### config.mk
export PLATFORM = sky130hd
export DESIGN_NAME = regfile_sb
export DESIGN_NICKNAME = d
export VERILOG_FILES = /design/src/rtl/regfile_sb.sv
export SDC_FILE = /design/constraint.sdc
export NUM_CORES = 2
export LEC_CHECK = 0
export BUFFER_PORTS_ARGS = -buffer_cell sky130_fd_sc_hd__buf_2
export CORE_MARGIN = 5
export CORE_UTILIZATION = 25
export CTS_CLUSTER_SIZE = 40
export DETAILED_ROUTE_END_ITERATION = 6
export GPL_TIMING_DRIVEN = 0
export HOLD_SLACK_MARGIN = 0.05
export PLACE_DENSITY = 0.45
export SKIP_CTS_REPAIR_TIMING = 1
export SLEW_MARGIN = 20
export SYNTH_ARGS = -nofsm -noshare
export SYNTH_HDL_FRONTEND = slang
export SYNTH_SLANG_ARGS = --single-unit
### constraint.sdc
create_clock -name clk -period 8.35 [get_ports clk]
set_input_delay 0.4175 -clock clk [delete_from_list [all_inputs] [get_ports clk]]
set_output_delay 0.4175 -clock clk [all_outputs]
set_load 0.01 [all_outputs]
### src/rtl/regfile_sb.sv
// Parametrised integer register file with post-reset clearing sweep,
// same-cycle write bypass and a per-register busy scoreboard.
module regfile_sb #(
    parameter  int unsigned XLEN     = 32,
    parameter  int unsigned DEPTH    = 32,
    parameter  int unsigned NUM_RD   = 2,
    parameter  int unsigned NUM_WR   = 1,
    parameter  int unsigned ZERO_REG = 1,
    localparam int unsigned AW       = $clog2(DEPTH)
) (
    input  logic                     clk,
    input  logic                     rst_n,
    input  logic                     hold,
    output logic                     init_done,
    input  logic [NUM_RD*AW-1:0]     rd_addr,
    output logic [NUM_RD*XLEN-1:0]   rd_data,
    output logic [NUM_RD-1:0]        rd_busy,
    input  logic [NUM_WR-1:0]        wr_en,
    input  logic [NUM_WR*AW-1:0]     wr_addr,
    input  logic [NUM_WR*XLEN-1:0]   wr_data,
    input  logic                     iss_en,
    input  logic [AW-1:0]            iss_addr,
    output logic [AW:0]              pend_cnt
);

    localparam int unsigned CW = AW + 1;

    typedef enum logic {
        ST_CLEAR,
        ST_RUN
    } state_e;

    state_e            state_q, state_d;
    logic [AW-1:0]     clr_idx_q, clr_idx_d;
    logic              init_done_q, init_done_d;
    logic [DEPTH-1:0]  busy_q, busy_d;
    logic [CW-1:0]     pend_cnt_q, pend_cnt_d;
    logic [XLEN-1:0]   mem_q [DEPTH];
    logic [XLEN-1:0]   mem_d [DEPTH];

    logic [AW-1:0]     ra [NUM_RD];
    logic [AW-1:0]     wa [NUM_WR];
    logic [XLEN-1:0]   wd [NUM_WR];
    logic [NUM_WR-1:0] commit;
    logic              set_req;
    logic [DEPTH-1:0]  clr_vec;
    logic [DEPTH-1:0]  set_vec;
    logic              run;

    assign run = (state_q == ST_RUN);

    always_comb begin
        for (int unsigned p = 0; p < NUM_RD; p++) begin
            ra[p] = rd_addr[p*AW +: AW];
        end
        for (int unsigned w = 0; w < NUM_WR; w++) begin
            wa[w] = wr_addr[w*AW +: AW];
            wd[w] = wr_data[w*XLEN +: XLEN];
        end
    end

    // Qualified write commits and issue request; nothing takes effect during the sweep.
    always_comb begin
        for (int unsigned w = 0; w < NUM_WR; w++) begin
            commit[w] = run & wr_en[w] & ~hold & ~((ZERO_REG != 0) && (wa[w] == '0));
        end
        set_req = run & iss_en & ~hold & ~((ZERO_REG != 0) && (iss_addr == '0));
    end

    always_comb begin
        clr_vec = '0;
        set_vec = '0;
        for (int unsigned a = 0; a < DEPTH; a++) begin
            for (int unsigned w = 0; w < NUM_WR; w++) begin
                if (commit[w] && (wa[w] == AW'(a))) begin
                    clr_vec[a] = 1'b1;
                end
            end
            set_vec[a] = set_req && (iss_addr == AW'(a));
        end
    end

    // Scoreboard next state; set beats clear on the same address.
    always_comb begin
        logic [CW-1:0] dec;
        logic          inc;
        dec = '0;
        for (int unsigned a = 0; a < DEPTH; a++) begin
            busy_d[a] = set_vec[a] | (busy_q[a] & ~clr_vec[a]);
            dec       = dec + CW'(busy_q[a] & clr_vec[a] & ~set_vec[a]);
        end
        inc        = set_req & ~busy_q[iss_addr];
        pend_cnt_d = pend_cnt_q + CW'(inc) - dec;
    end

    always_comb begin
        state_d     = state_q;
        clr_idx_d   = clr_idx_q;
        init_done_d = init_done_q;
        if (state_q == ST_CLEAR) begin
            clr_idx_d = clr_idx_q + 1'b1;
            if (clr_idx_q == AW'(DEPTH - 1)) begin
                state_d     = ST_RUN;
                init_done_d = 1'b1;
            end
        end
    end

    // Array update: sweep writes zero; otherwise ports in ascending order so the highest wins.
    always_comb begin
        mem_d = mem_q;
        if (state_q == ST_CLEAR) begin
            mem_d[clr_idx_q] = '0;
        end else begin
            for (int unsigned w = 0; w < NUM_WR; w++) begin
                if (commit[w]) begin
                    mem_d[wa[w]] = wd[w];
                end
            end
        end
    end

    always_comb begin
        for (int unsigned p = 0; p < NUM_RD; p++) begin
            logic [XLEN-1:0] val;
            val = mem_q[ra[p]];
            for (int unsigned w = 0; w < NUM_WR; w++) begin
                if (commit[w] && (wa[w] == ra[p])) begin
                    val = wd[w];
                end
            end
            if (!run || ((ZERO_REG != 0) && (ra[p] == '0))) begin
                val = '0;
            end
            rd_data[p*XLEN +: XLEN] = val;
            rd_busy[p] = run & busy_q[ra[p]] & ~(clr_vec[ra[p]] & ~set_vec[ra[p]]);
        end
    end

    always_ff @(posedge clk or negedge rst_n) begin
        if (!rst_n) begin
            state_q     <= ST_CLEAR;
            clr_idx_q   <= '0;
            init_done_q <= 1'b0;
            busy_q      <= '0;
            pend_cnt_q  <= '0;
        end else begin
            state_q     <= state_d;
            clr_idx_q   <= clr_idx_d;
            init_done_q <= init_done_d;
            busy_q      <= busy_d;
            pend_cnt_q  <= pend_cnt_d;
        end
    end

    always_ff @(posedge clk) begin
        mem_q <= mem_d;
    end

    assign init_done = init_done_q;
    assign pend_cnt  = pend_cnt_q;

endmodule

; ---- Word level (Yosys, flattened, before mapping)
; Cells that the tools add are included.
[word_totals]
regBits = 1069
input_bits = 57
out_inout_bits = 73
wordCells = 507
[op_classes]
n_addsub = 34
n_lt_le_gt_ge = 9
n_eq_ne = 66
muxes = 65
n_bitwise = 220
n_reduce_logical = 76
[op_table]
columns = operator, n
row1 = two-way mux 1024 bit, 2
row2 = bitwise AND 1024 bit, 1
row3 = bitwise mux 1024 bit, 1
row4 = inverter 1024 bit, 1
row5 = binary-select mux 32 bit (select 5 bit), 2
row6 = demux 32 bit (select 5 bit), 2
row7 = two-way mux 32 bit, 10
row8 = bitwise AND 1 x 6 -> 6 bit, 32
row9 = inverter 1 -> 6 bit, 32
row10 = adder 6 bit, 31
row11 = equality test 5 bit (second input constant), 33
row12 = equality test 5 x 4 -> 1 bit (second input constant), 16
row13 = bitwise AND 1 bit, 77
row14 = logical AND 1 bit, 68
row15 = two-way mux 1 bit, 41
row16 = inverter 1 bit, 41
row17 = equality test 5 x 3 -> 1 bit (second input constant), 8
row18 = binary-select mux 1 bit (select 5 bit), 7
row19 = bitwise OR 1 bit, 32
row20 = >= comparator 6 bit (second input constant), 4
row21 = inverter 5 -> 6 bit, 4
row22 = equality test 5 x 2 -> 1 bit (second input constant), 4
row23 = zero test 5 bit, 4
row24 = less-than comparator 5 x 6 -> 1 bit (second input constant), 3
row25 = other kinds (10), 14

; ---- Logic depth before layout (Yosys ltp)
[logic_depth]
word_depth = 39
depth_mapped = 25
depth_no_buf = 23

; ---- Least setup slack after synthesis
; OpenSTA, ideal clock, no wires.
[synth_timing]
path_type = in2reg
from = input port wr_addr[2]
to = register pend_cnt_q[5] (netlist: pend_cnt[5])
setup_time_ns = 0.124
arrival_ns = 5.943
t_required_ns = 8.226
slack_ns = 2.283
cell_stages = 22
path_cell_list = buf_2 or3_1 clkbuf_1 nor2_1 nor2_1 clkbuf_1 and4_1 fa_1 ha_1 inv_1 fa_1 inv_1 fa_1 inv_1 fa_1 fa_1 fa_1 fa_1 ha_1 a21o_1 a21oi_1 xnor2_1
[synth_via]
elab_chain_len = 39
elab_cells_between_ends = 194
cone_classes = 32 x add/sub / 31 x eq/ne / 32 x mux / 66 x bitwise / 33 x reduce/logical
[synth_lines]
columns = element, line
row1 = "start, declared", 19  ; input logic [NUM_WR*AW-1:0] wr_addr,
row2 = zero test 5 bit, "65, 75"
row3 = inverter 1 bit, 65  ; commit[w] = run & wr_en[w] & ~hold & ~((ZERO_REG != 0) && (wa[w] == '0));
row4 = bitwise AND 1 bit, 65
row5 = logical AND 1 bit, 75  ; if (commit[w] && (wa[w] == AW'(a))) begin
row6 = two-way mux 1 bit, 75
row7 = bitwise AND 1 bit, 90  ; dec = dec + CW'(busy_q[a] & clr_vec[a] & ~set_vec[a]);
row8 = bitwise AND 1 x 6 -> 6 bit, 90
row9 = adder 6 bit (30 in a row), 90
row10 = adder 6 bit (*), 90
row11 = subtractor 6 bit (*), 93  ; pend_cnt_d = pend_cnt_q + CW'(inc) - dec;
row12 = named net pend_cnt_d[5], 37  ; logic [CW-1:0] pend_cnt_q, pend_cnt_d;
row13 = "end signal, assigned", 152  ; pend_cnt_q <= pend_cnt_d;
row14 = "end, declared", 37
; Mark *: on every way through the listed nets, which the timed path passes. The rest lies on a longest branch.
; A chain may end at the register's enable or synchronous reset.

; ---- Final worst setup path
[layout_timing]
from = register state_q (netlist: run)
to = register pend_cnt_q[5] (netlist: pend_cnt[5])
[layout_via]
elab_chain_len = 39
elab_cells_between_ends = 232
cone_classes = 33 x add/sub / 32 x mux / 103 x bitwise / 64 x reduce/logical
[layout_lines]
columns = element, line
row1 = "start, declared", 33  ; state_e state_q, state_d;
row2 = "start signal, assigned", 148  ; state_q <= state_d;
row3 = bitwise AND 1 bit (3 in a row), 65
row4 = logical AND 1 bit, 75
row5 = two-way mux 1 bit, 75
row6 = bitwise AND 1 bit, 90
row7 = bitwise AND 1 x 6 -> 6 bit, 90
row8 = adder 6 bit (31 in a row), 90
row9 = subtractor 6 bit (*), 93
row10 = named net pend_cnt_d[5], 37
; Marked as above.

==> out/metrics.yaml <==
regArea_um2: 31900
grt_pass1_vias: 48400
path_clk_slew_ns: 0.06
cp_common_cell: "fa_1"
path_class: "reg -> reg"
cp_cell_sequence: "nand3b_1, nor2_1, clkbuf_1, nand2_1, nor2_1, fa_1, ha_1, inv_1, fa_1, inv_1, fa_1, inv_1, fa_1, fa_1, fa_1, fa_1, ha_1, a21o_1, a21oi_1, xnor2_1"
vias_per_cell: 6.07
ios: 130
gr-total-overflow: 0
initial_core_util_pct: 25.2
nNetsFinal: 5029
setup_viol: 0
p_leak_nw: 20.6
arrival_ns: 7.88
yosys.area.top_type: "edfxtp_1"
synth_fa_ha_area_share_pct: 1.63
synth_fp_nets: 4732
cp_slowest_stage_delay_ns: 0.66
drt-pass1-iter-count: 6
syn_avg_cell_area_um2: 13.8
layoutNonFillerInstCount: 8367
cp.required_ns: 9.05
fp.dieH_um: 514
drt_iter0_markers: 7446
finalCritPeriodShare_pct: 85.9
antenna_left: 0
multiInputGateArea_um2: 29300
cts_root_buf: "clkbuf_16"
regToRegSetupSlack_ns: 1.17
ys_seq_area_share_pct: 50.3
hold_viol_final: 0
die_w_um: 514
grt_first_pass_wirelength_um: 433000
max_freq_mhz: 139
powerDensity_nw_per_um2: 179
maxCapViolations: 0
rows: 184
yosysTopAreaCellShare_pct: 48.5
status: "completed"
place_inst: 8120
cts_tree: "yes"
fillers: 25700
syn_area_um2: 63400
fin_util_pct: 29.3
synth_cell_types: 69
dp_hpwl_um: 240000
finalCriticalPeriod_ns: 7.18
grt_start_max_net_pins: 46
cts_buffers: 132
port_buffers: 118
gr-usage-all-layers_pct: 23.7
cp_num_buf_inv: 4
synth_xor_area_share_pct: 0.357
syn_inst: 4610
worstSetupEndpointType: "flip-flop"
cp_top_family: "adder cells"
htree_levels: 4
routedWlPerCell_um: 38.9
yosys.area_share.simple_pct: 5.06
cts_buffer_depth: 3
place_congestion: 0.975
synth_top_family_by_area: "multiplexers"
worst_setup_path_start_kind: "flip-flop"
synth-seq-cells: 1069
vdd_drop_max_mv: 0.213
vias: 50800
routed_wl_um: 325000
clk_latency_ns: 0.80
die-area_um2: 264000
ys_warn_count: 0
synth_edf_count: 1024
hp-class: "in -> reg"
power_mw: 13.2
synthTopCellsByArea: "edfxtp_1, mux4_2, a22o_1"
slew_violations: 0
worst_pin_slew_ns: 1.32
synthMuxAreaShare_pct: 23.1
skew_ns: 0.0379
antenna_found_initial: 17
core-area_um2: 252000
cpMaxStageDelayCell: "clkbuf_1"
synth_compound_area_share_pct: 15.6
async_flop_share_pct: 4.21
grt_setup_unrepaired: "false"
whs_ns: 0.143
drc: 0
synth_flop_cell: "edfxtp_1"
worstPathMaxFanout: 10
area_growth_pct: 16.5
relSlewSlack_pct: 12.3
cts_sinks: 1069
setup_tns_ns: 0
drive_above_1_share_pct: 22.5
==> kinds of logic (layout without fill, tap and decap cells) <==
logic type                 Yosys count  count (layout)
DFF                               1069            1069
buffers and inverters              599            1000
adders and majority gates           65              65
AOI/OAI and AO/OA                 1350            1350
xor gates and xnor gates            25              25
and+or+nand+nor                    748             748
muxes                              753             753
other                                1               9
==> placed cells by master (no fill, tap or decap), drive strengths merged, types with 36 or more instances in the layout <==
cell type / n
a21oi: 45
a22o: 674
a22oi: 74
a32o: 38
and2: 36
buf: 299
clkbuf: 555
clkinv: 65
dfrtp: 45
edfxtp: 1024
ha: 36
inv: 70
mux2i: 163
mux4: 563
nand2: 527
nand3: 45
nor2: 47
o21ai: 428
==> metal layers <==
metal	global-route usage, %	wire length (um)	up-vias	part of all wire, %
li1	-	-	19400	-
met3	7.25	38400	688	12
met2	34.7	138000	3840	43
met5	0	69	-	0.021
met4	12.2	20100	10	6.2
met1	31.7	129000	26800	39
==> power by group <==
| group | switching [mW] | internal (mW) |
|---|---|---|
| Clock | 2.57 | 3.21 |
| Sequential | 0.0555 | 5.87 |
| Combinational | 1.00 | 0.476 |
| Total | 3.63 | 9.56 |
==> cell usage after synthesis, types with 27 or more instances <==
master and number:
edfxtp_1 1024, a22o_1 674, mux4_2 563, nand2_1 527
o21ai_0 425, clkbuf_1 393, mux2i_1 163, a22oi_1 74
buf_2 68, inv_1 64, nor2_1 46, a21oi_1 45
dfrtp_1 45, nand3_1 45, a32o_1 38, buf_1 38
and2_1 36, ha_1 36, fa_1 29, o211ai_1 29
mux2_2 27
==> registers in the layout, summed over array words and instances, names as in the netlist <==
| register | flops |
|---|---|
| clr_idx_q | 5 |
| init_done | 1 |
| run | 1 |
| busy_q | 32 |
| pend_cnt | 6 |
| mem_q | 1024 |
==> through the flow <==
stage	setup slack (ns)	cell area (um^2)
detailed placement	0.627	69700
floorplan	2.28	63400
finish	1.17	73800
CTS	1.38	73800
global placement	-1.15	68200
global route	0.990	73800
==> worst min-delay path, stage by stage <==
cell and delay [ns]:
buf_2 0.14, nand2_1 0.12, o21ai_0 0.09
==> final timing paths <==
| kind | from | cells past startpoint | end |
|---|---|---|---|
| hold / removal | wr_data[16] | 3 | mem_q[976] |
| min in group asynchronous | rst_n | 2 | pend_cnt[5] |
| setup / recovery | run | 20 | pend_cnt[5] |
| setup reg to reg | run | 20 | pend_cnt[5] |
| max in group asynchronous | rst_n | 2 | clr_idx_q[4] |
| hold reg to reg | busy_q[0] | 1 | busy_q[0] |
==> cell type report <==
type | count | share of cell area, %
multi-input combinational | 2942 | 39.7
tap | 3348 | 5.67
sequential | 1069 | 43.2
antenna | 8 | 0.0271
clock buffer | 157 | 4.74
clock inverter | 81 | 0.844
inverter | 64 | 0.329
buffer | 535 | 3.15
timing repair buffer | 163 | 2.34
No activity file was read; power rests on OpenSTA's default activity.
